File: config.mk
export PLATFORM = sky130hd
export DESIGN_NAME = fft_vec_drain
export DESIGN_NICKNAME = d
export VERILOG_FILES = /design/src/rtl/fft_vec_drain.sv
export SDC_FILE = /design/constraint.sdc
export NUM_CORES = 1
export LEC_CHECK = 0
export ABC_AREA = 1
export ABC_CLOCK_PERIOD_IN_PS = 4700
export CAP_MARGIN = 20
export CORE_MARGIN = 3
export CORE_UTILIZATION = 35
export DETAILED_ROUTE_END_ITERATION = 10
export PLACE_DENSITY = 0.59
export SYNTH_ARGS = -nofsm -noshare
export SYNTH_HDL_FRONTEND = slang
export SYNTH_SLANG_ARGS = --single-unit
File: constraint.sdc
create_clock -name clk -period 4.7 [get_ports clk]
set_input_delay 0.94 -clock clk [delete_from_list [all_inputs] [get_ports clk]]
set_output_delay 0.94 -clock clk [all_outputs]
set_load 0.02 [all_outputs]
File: src/rtl/fft_vec_drain.sv
// Drains one 16-lane complex vector from the FFT delay buffer and streams it lane by lane.
// Optional BITREV_ORDER_EN selects bit-reversed physical lane order.
module fft_vec_drain #(
    parameter int WIDTH = 9,
    parameter int LANES = 16,
    localparam int LW   = $clog2(LANES)
) (
    input  logic                      clk,
    input  logic                      rstn,
    input  logic                      buf_empty,
    output logic                      buf_read,
    input  logic [WIDTH*LANES-1:0]    buf_real,
    input  logic [WIDTH*LANES-1:0]    buf_imag,
    output logic                      out_valid,
    input  logic                      out_ready,
    output logic signed [WIDTH-1:0]   out_real,
    output logic signed [WIDTH-1:0]   out_imag,
    output logic [LW-1:0]             out_lane,
    output logic                      out_last,
    output logic                      busy,
    output logic [15:0]               vec_count
);

    typedef enum logic [1:0] {
        IDLE   = 2'd0,
        REQ    = 2'd1,
        CAP    = 2'd2,
        STREAM = 2'd3
    } state_t;

    localparam logic [LW-1:0] CNT_LAST = LW'(LANES - 1);

    state_t                  state_q, state_d;
    logic [LW-1:0]           cnt_q, cnt_d;
    logic [15:0]             vcnt_q, vcnt_d;
    logic signed [WIDTH-1:0] hold_re_q [LANES];
    logic signed [WIDTH-1:0] hold_re_d [LANES];
    logic signed [WIDTH-1:0] hold_im_q [LANES];
    logic signed [WIDTH-1:0] hold_im_d [LANES];
    logic [LW-1:0]           phys;
    logic                    streaming;

    always_ff @(posedge clk or negedge rstn) begin
        if (!rstn) begin
            state_q   <= IDLE;
            cnt_q     <= '0;
            vcnt_q    <= '0;
            hold_re_q <= '{default: '0};
            hold_im_q <= '{default: '0};
        end else begin
            state_q   <= state_d;
            cnt_q     <= cnt_d;
            vcnt_q    <= vcnt_d;
            hold_re_q <= hold_re_d;
            hold_im_q <= hold_im_d;
        end
    end

    always_comb begin
        state_d   = state_q;
        cnt_d     = cnt_q;
        vcnt_d    = vcnt_q;
        hold_re_d = hold_re_q;
        hold_im_d = hold_im_q;
        unique case (state_q)
            IDLE: begin
                if (!buf_empty) begin
                    state_d = REQ;
                end
            end
            REQ: begin
                state_d = CAP;
            end
            CAP: begin
                // buffer data_out is only meaningful the cycle after the strobe
                for (int i = 0; i < LANES; i++) begin
                    hold_re_d[i] = buf_real[i*WIDTH +: WIDTH];
                    hold_im_d[i] = buf_imag[i*WIDTH +: WIDTH];
                end
                cnt_d   = '0;
                state_d = STREAM;
            end
            STREAM: begin
                if (out_ready) begin
                    if (cnt_q == CNT_LAST) begin
                        cnt_d   = '0;
                        vcnt_d  = vcnt_q + 16'd1;
                        state_d = IDLE;
                    end else begin
                        cnt_d = cnt_q + LW'(1);
                    end
                end
            end
            default: begin
                state_d = IDLE;
            end
        endcase
    end

`ifdef BITREV_ORDER_EN
    always_comb begin
        phys = '0;
        for (int b = 0; b < LW; b++) begin
            phys[b] = cnt_q[LW-1-b];
        end
    end
`else
    always_comb begin
        phys = cnt_q;
    end
`endif

    always_comb begin
        streaming = (state_q == STREAM);
        buf_read  = (state_q == REQ);
        busy      = (state_q != IDLE);
        out_valid = streaming;
        out_real  = streaming ? hold_re_q[phys] : '0;
        out_imag  = streaming ? hold_im_q[phys] : '0;
        out_lane  = streaming ? phys : '0;
        out_last  = streaming && (cnt_q == CNT_LAST);
        vec_count = vcnt_q;
    end

endmodule

# == After elaboration in Yosys (flattened, before gate mapping) ==
# Cells that the tools add are included.
# word_totals
ramBits,0
mem_bits_ro,0
mem_count,0
reg_bits,310
latchBits,0
wordCells,69
# classes
n_lt_le_gt_ge,1
shift,0
n_addsub,2
n_mul,0
bitwise,1
n_eq_ne,7
reduce_logical,7
div_mod_pow,0
mux,16
# op_table
cell,n
9-bit binary-select mux with 4-bit select,2
9-bit 2-to-1 mux,6
16-bit by 1-bit adder with 16-bit output (second input constant),1
4-bit 2-to-1 mux,3
2-bit case mux with 4 select lines,1
4-bit case mux with 2 select lines,1
2-bit 2-to-1 mux,3
3-bit AND reduction,2
5-bit >= comparator (second input constant),1
4-bit NOT with 5-bit output,1
4-bit by 1-bit adder with 4-bit output (second input constant),1
2-bit equality test (second input constant),2
4-bit equality test (second input constant),1
2-bit by 1-bit inequality test with 1-bit output (second input constant),2
2-bit nonzero test,2
2-bit by 1-bit equality test with 1-bit output (second input constant),1
2-bit logical NOT,1
2-bit inequality test (second input constant),1
2-bit AND reduction,1
1-bit logical AND,1

# == Depth between registers and ports, before layout ==
# depth
word_depth,5
depth_mapped,10
mapped_depth_nobuf,9

# == Worst setup path after synthesis ==
# Ideal clock, no wire load.
# synth_timing
path_type,register to output
from,register state_q[0]
to,output port out_imag[0]
arrival_time_ns,1.677
path_stages_with_launch,8
slack_ns,2.083
path_cell_list,dfrtp_1 ha_1 buf_4 inv_1 buf_2 nor2_1 nand3_1 nand2_1
# synth_via
elab_chain_cells,2
# synth_lines
item,line,source
start: declaration,33,"state_t state_q, state_d;"
start signal: assignment,51,state_q <= state_d;
2-bit equality test,114,streaming = (state_q == STREAM);
named net out_valid,14,"output logic out_valid,"
9-bit 2-to-1 mux,119,out_imag = streaming ? hold_im_q[phys] : '0;
end: declaration,17,"output logic signed [WIDTH-1:0] out_imag,"
# The timed path passes the listed nets, and every way through them passes these cells.

# == Worst setup path after layout ==
# layout_timing
from,register cnt_q[1]
to,output port out_imag[5]
# layout_via
elab_chain_cells,5
# layout_lines
item,line,source
start: declaration,34,"logic [LW-1:0] cnt_q, cnt_d;"
start signal: assignment,52,cnt_q <= cnt_d;
4-bit NOT with 5-bit output (implied by the code),119,
9-bit binary-select mux with 4-bit select,119,
9-bit 2-to-1 mux (implied by the code) (2 in series),119,
9-bit 2-to-1 mux,119,
# Every way passes these cells. The select of a mux whose other input is x is not followed.

==> impl_summary.log <==
[metrics] Stages on worst setup path: 6
[metrics] area share of the leading cell type in the synthesized netlist: 0.524
[metrics] count of mapped cells out of synthesis: 1,921
[metrics] worst stage delay on the critical path: 0.67 ns
[metrics] startpoint of the most critical register-to-register path: cnt_q[1]$_DFFE_PN0P_
[metrics] number of rows in the core area: 74
[metrics] iteration count of the initial detailed-routing pass: 5
[metrics] Die Area: 44,800 um2
[metrics] number of synthesized register bits: 310
[metrics] Boundary Pins: 334
[metrics] launching element of the worst setup path: cnt_q[1]$_DFFE_PN0P_
[metrics] setup repair after global routing missed its margin: false
[metrics] Skew-Pair Late Insertion Delay: 0.54 ns
[metrics] result of the run: finished, final reports clean
[metrics] Worst setup endpoint: out_imag[5]
[metrics] number of routed nets with antenna violations: 0
[metrics] cell occurring most often along the worst timing path: nand3_1
[metrics] worst setup slack for register-to-register paths: around 1.8 ns
[metrics] number of buffers inserted for hold repair after clock tree synthesis: 0
[metrics] Sequential Power Share: 0.362
[metrics] first-pass GRT wire length: 73,300 um
[metrics] number of buffers and inverters on the critical path: 2
[metrics] Setup WS pre-CTS: between 1 and 1.5 ns
[metrics] sequential area share after synthesis: 0.524
[metrics] horizontal die dimension: 212 um
[metrics] time the worst path needs with I/O delays and setup: 4.24 ns
[metrics] element type at the critical path start: register
[metrics] required time of the worst setup path: approximately 3.8 ns
[metrics] Resize count post-CTS: 0
[metrics] Max Clock Freq: 236 MHz
[metrics] endpoint of the most critical register-to-register path: vec_count[13]$_DFFE_PN0P_
[metrics] chain of cells forming the critical path: inv_2 -> nand3_1 -> nand3_1 -> nand3_1 -> a21oi_1 -> clkdlybuf4s50_1
[metrics] Critical Path AT: 3.30 ns
[metrics] cells taking the most area after synthesis: dfrtp_1 52%, nand2_1 17%, o21ai_0 9.1%
[metrics] Bufs on Longest Clock Path: 3
[metrics] Final GP Congestion: about 0.82
[metrics] final-stage net count: 2,485
[metrics] wire length reported by the detailed router: 46,700 um
[metrics] P_int: 7260 uW
[metrics] clock network fraction of design power: 0.235
[metrics] Power per Cell Area: between 600 and 700 nW/um2
[metrics] antenna cells: 0
[metrics] count of final hold-check violations: 0
[metrics] number of global-route vias before repair: 13,500
[metrics] Syn-to-layout area delta: 32.7%
[metrics] TritonCTS sink count: 310
[metrics] sum of overflow across all layers after global routing: 0
[metrics] Max-cap violations: 0
[metrics] worst vdd rail ir drop: 342 uV
[metrics] wire length per cell after detailed routing: 17.0 um
[metrics] GRT Total Usage: 0.207
[metrics] synthesized area: 14,800 um2
[metrics] Worst Tran Pin Value: between 0.9 and 1 ns
[metrics] antenna violations before repair: 2
[metrics] Vias: about 13,000
[metrics] Clock Root Buffer: clkbuf_16
[metrics] Via-to-Cell Ratio: between 4 and 5
[metrics] Max H-tree Level: 2
[metrics] Fin Clk Skew: roughly 0.022 ns
[metrics] Clock Pin Slew Worst Setup and Hold Paths: 0.06 ns
[metrics] effective utilization at floorplan: 0.359
[metrics] period utilization: 0.903
[metrics] CP Capture Type: output pin
[metrics] average cell area after synthesis: 7.71 um2
[metrics] cell taking the most area after synthesis: dfrtp_1
[metrics] number of DRC violations after detailed routing: 0
[metrics] DP HPWL: 31,800 um
[metrics] Max Slew Vio Count: 0
[metrics] cts bufs inserted: 37
[metrics] switching power: roughly 4800 uW
[metrics] 1st-iter DRT viols: slightly below 1,000
[metrics] Setup Viol. Count Final: 0
[metrics] critical path class: reg2out
[metrics] Final Hold Slack: about 0.46 ns
[metrics] post-CTS setup-driven buffer insertion count: 0
[metrics] Max stage delay cell, worst path: clkdlybuf4s50_1
[metrics] synthesis warning total: 0
[metrics] cell type group with the largest total delay on the critical path: buffers and inverters
[metrics] proportion of layout cells with a drive suffix above 1: 0.0375
[metrics] Worst Reg-to-Reg Cells: 9
[metrics] final critical-path setup slack: 0.456 ns
[metrics] switching part of the total: 0.398
[metrics] Relative slew margins: 0.345
[metrics] final-layout setup total negative slack: 0 ns
[metrics] post-synth cell types: 23
[metrics] CP max FO: 37
[metrics] path class of the lowest-slack min-delay path: in2async
[metrics] synthesized net count: ~2,200
[metrics] PortBufs: 333
[metrics] pin count of the biggest net entering global routing: between 150 and 200
[metrics] clock tree from TritonCTS: yes
[metrics] die extent in y: 212 um
[metrics] portion of total power attributed to combinational logic: 0.403
[metrics] leakage power total: 0.00923 uW
[metrics] Floorplan Core Area: 41,300 um2
through the flow:
step | util | total power (uW) | cell area, um2 | instances
after floorplan | - | 7690 | 14800 | 1921
after global placement | 0.447 | 9210 | 18400 | 2679
after detailed placement | 0.447 | 9330 | 18400 | 2679
after CTS | 0.476 | 12200 | 19700 | 2746
after global routing | 0.476 | 13100 | 19700 | 2746
final | 0.476 | 12100 | 19700 | 2746
power by group through the flow:
stage	Clock, uW	Sequential [uW]	Combinational, uW
6_report	2840	4370	4860
5_1_grt	3040	4490	5600
4_1_cts	2920	4370	4950
3_5_place_dp	0	4410	4920
3_3_place_gp	0	4380	4830
2_1_floorplan	0	4250	3440
cell families (layout without fill, tap and decap cells):
| family | Yosys count | in the layout | synth area share |
|---|---|---|---|
| AOI/OAI and AO/OA | 353 | 353 | 0.124 |
| xor gates and xnor gates | 12 | 12 | 0.00710 |
| adders and majority gates | 7 | 7 | 0.00591 |
| buffers and inverters | 361 | 654 | 0.100 |
| DFF | 310 | 310 | 0.524 |
| and+or+nand+nor | 878 | 878 | 0.239 |
synth_stat cells, drive strengths merged:
cell and n:
nand3b 1, clkinv 1, nand3 185, dfrtp 310, inv 237, o21ai 269, clkbuf 53, ha 7
a21oi 57, buf 70, o211ai 27, xor2 6, nand4 2, nor2 28, nand2 662, xnor2 6
worst min path at each step:
stage                                     from                          to  depth (start not counted)
detailed placement   hold_im_q[27]$_DFFE_PN0P_   hold_im_q[27]$_DFFE_PN0P_                          2
finish                                    rstn    hold_im_q[8]$_DFFE_PN0P_                          1
floorplan           hold_im_q[100]$_DFFE_PN0P_  hold_im_q[100]$_DFFE_PN0P_                          2
CTS                  hold_im_q[84]$_DFFE_PN0P_   hold_im_q[84]$_DFFE_PN0P_                          2
global route        hold_im_q[137]$_DFFE_PN0P_  hold_im_q[137]$_DFFE_PN0P_                          2
global placement    hold_im_q[106]$_DFFE_PN0P_  hold_im_q[106]$_DFFE_PN0P_                          2
flip-flops by register name, summed over array words and instances, names as in the netlist:
signal and cells:
state_q 2, hold_re_q 144, cnt_q 4, hold_im_q 144, vec_count 16
cell usage in the layout (no fill, tap or decap):
cell	netlist	routed
o211ai_1	27	27
inv_6	0	1
nand3_1	185	185
nand2_1	661	661
clkbuf_16	0	39
nor2_1	27	27
nand4_1	2	2
buf_8	0	1
a21oi_1	57	57
nand3b_1	1	1
o21ai_0	268	268
xor2_1	6	6
dfrtp_2	0	1
clkdlybuf4s50_1	0	332
ha_4	0	1
clkinv_2	0	2
buf_4	6	10
nor2_2	1	1
o21ai_2	1	1
xnor2_1	6	6
clkbuf_8	0	12
dfrtp_4	0	2
clkbuf_1	53	13
nand2_2	1	1
inv_1	233	233
dfrtp_1	310	307
inv_2	4	5
ha_1	7	6
buf_12	0	6
per-layer routing:
| metal | GRT usage | up-vias | share of wire |
|---|---|---|---|
| met4 | 0.0554 | 4 | 0.023 |
| met2 | 0.344 | 357 | 0.48 |
| met3 | 0.0533 | 71 | 0.065 |
| met5 | 0 | - | 0.00060 |
| met1 | 0.271 | 6212 | 0.43 |
| li1 | - | 6565 | - |
area by class of cell:
type	count	area (um2)
clock buffers	64	1190
well taps	532	666
multi-input cells	1250	5580
fillers	4112	21600
repair buffers	349	3530
flip-flops and latches	310	7770
clock inverters	3	18.8
inverters	238	893
Power figures use the tool's default switching activity.
==> variant 1, RTL diff (same settings) <==
Make the reset (`rstn`) synchronous in one clocked block.
--- a/src/rtl/fft_vec_drain.sv
+++ b/src/rtl/fft_vec_drain.sv
@@ -41,5 +41,5 @@
     logic                    streaming;
 
-    always_ff @(posedge clk or negedge rstn) begin
+    always_ff @(posedge clk) begin
         if (!rstn) begin
             state_q   <= IDLE;
Function: differs if rstn is asserted again (counterexample within 4 cycles, from zero or initial values and one cycle with rstn low); with rstn held inactive, the same outputs for 4 cycles.
==> variant 1 against the original RTL <==
Synthesized area fell by 6.4%; highest routed layer unchanged; first-iteration DRC count up 6.4%; synthesized cell count grew 6.2%; largest cell class is now multi-input gates; total power down 16%; final area down 5.5%; die area fell by 6.3%; sequential power shrank 14%; wire length hardly changed; largest power group is now registers; sequential cell count stayed put; setup slack improved by 200 ps.
==> variant 1: results (changes against the original RTL) <==
INFO  metric multi_input_comb_cells = 1437 (+15%)
INFO  metric clockNetworkAreaShare = 6.53% (+0.38 points)
INFO  metric synth_nets = 2339 (+5.4%)
INFO  metric synth-compound-area-share = 20.1% (+7.7 points)
INFO  metric async_reset_ff_share = 0% (-100 points)
INFO  metric timing.hold.ws = 455 ps (-2.43 ps)
INFO  metric synthTopCellsByCount = nor2_1, o21ai_0, dfxtp_1
INFO  metric detailedPlacementHpwl = 30.6 mm (-3.9%)
INFO  metric detail_route.iter0.violations = 1057 (+6.4%)
INFO  metric netlist-cell-type-count = 31 (+35%)
INFO  metric area.sequential = 6210 um^2 (-20%)
INFO  metric die_w = 205 um (-3.2%)
INFO  metric cp.arrival = 3100 ps (-200 ps)
INFO  metric status = finished clean
INFO  metric grt_max_degree = 184 (+7.6%)
INFO  metric skew = 9.67 ps (-12.4 ps)
INFO  metric wl_per_cell = 16.6 um (-2.6%)
INFO  metric vdd_ir_drop_max = 0.273 mV (-20%)
INFO  metric io_buf_count = 333 (unchanged)
INFO  metric multi_input_combinational_area_share = 34.8% (+6.4 points)
INFO  metric drive_gt1_share = 4.27% (+0.52 points)
INFO  metric r2r-start = state_q[0]
INFO  metric place_worst_setup_slack = 1140 ps (+124 ps)
INFO  metric grt_pass1_wl = 72.8 mm (-0.61%)
INFO  metric grt_total_usage = 21.5% (+0.74 points)
INFO  metric synth_top_flop_cell = dfxtp_1
INFO  metric bufAreaShareNonClock = 18.8% (+0.79 points)
INFO  metric critical_path_peak_fanout = 11 (-70%)
INFO  metric synthXorXnorAreaFrac = 0.190% (-0.52 points)
INFO  metric netlist_top_cells_area = dfxtp_1, nor2_1, o21ai_0
INFO  metric r2r.worst_path.cells = 6 (-3)
INFO  metric insertedDiodeCount = 3 (+3)
INFO  metric hold_path.class = flip-flop to flip-flop
INFO  metric clk-insertion-delay-late = 510 ps (-30 ps)
INFO  metric rr_endpoint = hold_im_q[104]
INFO  metric placed_area = 17300 um^2 (-6.0%)
INFO  metric replace_congestion = 0.838 (+2.6%)
INFO  metric grt_antenna_before_repair = 10 (+8)
INFO  metric multi_input_area = 6470 um^2 (+16%)
INFO  metric via_per_inst = 4.97 (+3.4%)
INFO  metric cts-buffers-inserted = 36 (-2.7%)
INFO  metric synthAdderAreaFrac = 0.632% (+0.041 points)
INFO  metric setup.reg_to_reg.worst_slack = 1900 ps (+120 ps)
INFO  metric design.final.nets = 2569 (+3.4%)
INFO  metric via_count_of_the_first_global_routing_pass = 13400 (-0.72%)
INFO  metric layout.filler_cells = 3960 (-3.7%)
INFO  metric timing_worst_slew_pin_value = 1040 ps (+61.4 ps)
INFO  metric critical_path.max_stage_delay = 640 ps (-30 ps)
INFO  metric vias = 14000 (+6.0%)
INFO  metric nNonClkBuffers = 348 (-0.29%)
INFO  metric power_leakage = 0.00754 uW (-18%)
INFO  metric clock_buffers = 50 (-22%)
INFO  metric layout.non_clock_inverters = 137 (-42%)
## variant 1: changes by cell type after synthesis, sizes merged, moves of 9 or more
| cell | unedited run | this run |
|---|---|---|
| o211ai | 27 | 36 |
| dfrtp | 310 | 0 |
| nand2 | 662 | 194 |
| dfxtp | 0 | 310 |
| inv | 237 | 136 |
| a21oi | 57 | 131 |
| nand3 | 185 | 118 |
| clkbuf | 53 | 88 |
| nor2 | 28 | 572 |
| o21ai | 269 | 368 |
## variant 1: logic make-up after synthesis
| family | after synthesis |
|---|---|
| adder cells (fa/ha/maj) | 7 |
| buffers and inverters | 293 |
| XOR/XNOR | 3 |
| AND/OR/NAND/NOR | 891 |
| flip-flops | 310 |
| AO/OA/AOI/OAI | 536 |
## variant 1: worst max path at each step
stage	startpoint	to	slack, ps	cells after the start
floorplan	state_q[0]	out_imag[1]	2190	7
global placement	state_q[1]	out_imag[8]	1190	6
detailed placement	state_q[1]	out_imag[8]	1140	6
CTS	state_q[1]	out_imag[8]	580	6
global route	state_q[1]	out_real[6]	430	6
finish	state_q[1]	out_imag[8]	660	6
## variant 1: worst reg2reg max path, delay by kind of cell, from the launching register on
| kind | cells | cell delay [ps] |
|---|---|---|
| adders and majority gates | 1 | 630 |
| DFF | 1 | 330 |
| buffers and inverters | 3 | 1310 |
| AOI/OAI and AO/OA | 2 | 400 |
## variant 1: metal layers
metal	GRT usage, %	wire [um]
met4	4.88	878
met5	0	69
met1	30.4	21600
met3	5.31	3620
met2	33.1	20500
## variant 1: power by group
part / switching, uW / leakage [uW] / internal (uW) / total (uW)
clock network: 1110 / 0.000614 / 1720 / 2830
registers: 313 / 0.00254 / 3470 / 3780
logic: 2310 / 0.00438 / 1230 / 3530
total: 3730 / 0.00754 / 6420 / 10100
==> variant 2, RTL diff (same flow settings) <==
Without the edit above. The parameter `LANES` goes from 16 to 8.
--- a/src/rtl/fft_vec_drain.sv
+++ b/src/rtl/fft_vec_drain.sv
@@ -3,5 +3,5 @@
 module fft_vec_drain #(
     parameter int WIDTH = 9,
-    parameter int LANES = 16,
+    parameter int LANES = 8,
     localparam int LW   = $clog2(LANES)
 ) (
Interface: changed (resized buf_imag, buf_real and out_lane); port bits go from 334 to 189. No check against the original RTL was run, so the function may have changed too.
==> variant 2 against the original RTL <==
Synthesized area fell by 47%; sequential share of layout area barely moved; final area fell by 47%; wire length fell by 51%; setup slack improved by 170 ps; critical path depth rose by 1; worst hold slack improved by 9.7 ps; sequential cell count fell by 145; first-iteration DRC count fell by 51%; total power fell by 48%; cell count fell by 47%; critical path type unchanged; largest cell class unchanged; highest routed layer is now met4.
==> variant 2: results (changes against the original RTL) <==
INFO  metric status = finished clean
INFO  metric design.final.nets = 1331 (-46%)
INFO  metric stdcell_count = 1467 (-47%)
INFO  metric synth_area = 7850 um^2 (-47%)
INFO  metric layout.filler_cells = 2213 (-46%)
INFO  metric crit_path_top_delay_cell = dfrtp_2
INFO  metric netlist_top_cells_area = dfrtp_1, nand2_1, o21ai_0
INFO  metric cts_num_sinks = 165 (-47%)
INFO  metric clockNetworkAreaShare = 5.41% (-0.74 points)
INFO  metric dr.pass1.iters = 4 (-1)
INFO  metric replace_congestion = 0.823 (+0.85%)
INFO  metric detailroute.wirelength.met3 = 1.02 mm (-67%)
INFO  metric skew = 11.1 ps (-10.9 ps)
INFO  metric critical_path.max_stage_delay = 850 ps (+180 ps)
INFO  metric met2_track_demand_over_resource_in_global_routing = 30.1% (-4.3 points)
INFO  metric power.share.switching = 40.9% (+1.1 points)
INFO  metric io_buf_count = 188 (-44%)
INFO  metric cp.arrival = 3130 ps (-170 ps)
INFO  metric seq-cell-share = 39.5% (about the same)
INFO  metric vias = 6888 (-48%)
INFO  metric route.top_layer_used = met4
INFO  metric grt_max_degree = 120 (-30%)
INFO  metric placed_area = 9860 um^2 (-47%)
INFO  metric multi_input_combinational_area_share = 30.1% (+1.7 points)
INFO  metric cts-buffers-inserted = 17 (-54%)
INFO  metric met2RoutedLength = 10.8 mm (-52%)
INFO  metric worst_setup_path_startpoint = cnt_q[0]
INFO  metric power_leakage = 0.00502 uW (-46%)
INFO  metric clock_power = 1370 uW (-52%)
INFO  metric hold_path.class = flip-flop to flip-flop
INFO  metric detail_route.iter0.violations = 488 (-51%)
INFO  metric synth_nets = 1175 (-47%)
INFO  metric global_route.usage.met1 = 27.5% (+0.42 points)
INFO  metric place_inst = 1435 (-46%)
INFO  metric cts.path.max_buffers = 2 (-1)
INFO  metric gr-usage-met3 = 3.83% (-1.5 points)
INFO  metric multi_input_comb_cells = 718 (-43%)
INFO  metric synthAdderAreaFrac = 1.28% (+0.68 points)
INFO  metric place_worst_setup_slack = 1050 ps (+38.3 ps)
INFO  metric power.share.combinational = 39.9% (-0.4 points)
INFO  metric postSynthAreaPerCell = 7.70 um^2 (-0.13%)
INFO  metric bufAreaShareNonClock = 18.8% (+0.84 points)
INFO  metric power_switching = 2560 uW (-47%)
INFO  metric grt_total_usage = 19.2% (-1.5 points)
INFO  metric clock_buffers = 17 (-73%)
INFO  metric area_growth_syn_to_layout = 33.2%
INFO  metric detailedPlacementHpwl = 15.9 mm (-50%)
INFO  metric synthXorXnorAreaFrac = 1.12% (+0.41 points)
INFO  metric detail_route.wirelength = 23.1 mm (-51%)
INFO  metric via_count_of_the_first_global_routing_pass = 6585 (-51%)
INFO  metric layout.non_clock_inverters = 78 (-67%)
-- variant 2: cell count changes in the layout (fill, tap and decap cells not counted), moves of 12 or more --
cell             change
clkdlybuf4s50_1    -145
o211ai_1            -27
clkbuf_16           -22
clkbuf_1            -13
inv_1              -161
nand2_1            -225
o21ai_0            -130
o21ai_1             +12
clkbuf_8            -12
dfrtp_1            -144
nand3_1            -178
-- variant 2: worst paths after layout --
| check | end | slack, ps | depth (start not counted) |
|---|---|---|---|
| setup / recovery | out_imag[2] | 630 | 7 |
| hold / removal | hold_im_q[16] | 470 | 2 |
| setup reg to reg | vec_count[11] | 2040 | 8 |
| hold reg to reg | hold_im_q[16] | 470 | 2 |
| max in group asynchronous | hold_re_q[26] | 3210 | 2 |
| min in group asynchronous | vec_count[0] | 560 | 1 |
-- variant 2: cell families after synthesis --
| kind of cell | Yosys count |
|---|---|
| DFF | 165 |
| buffers and inverters | 136 |
| xor gates and xnor gates | 10 |
| adders and majority gates | 8 |
| AOI/OAI and AO/OA | 205 |
| and+or+nand+nor | 495 |
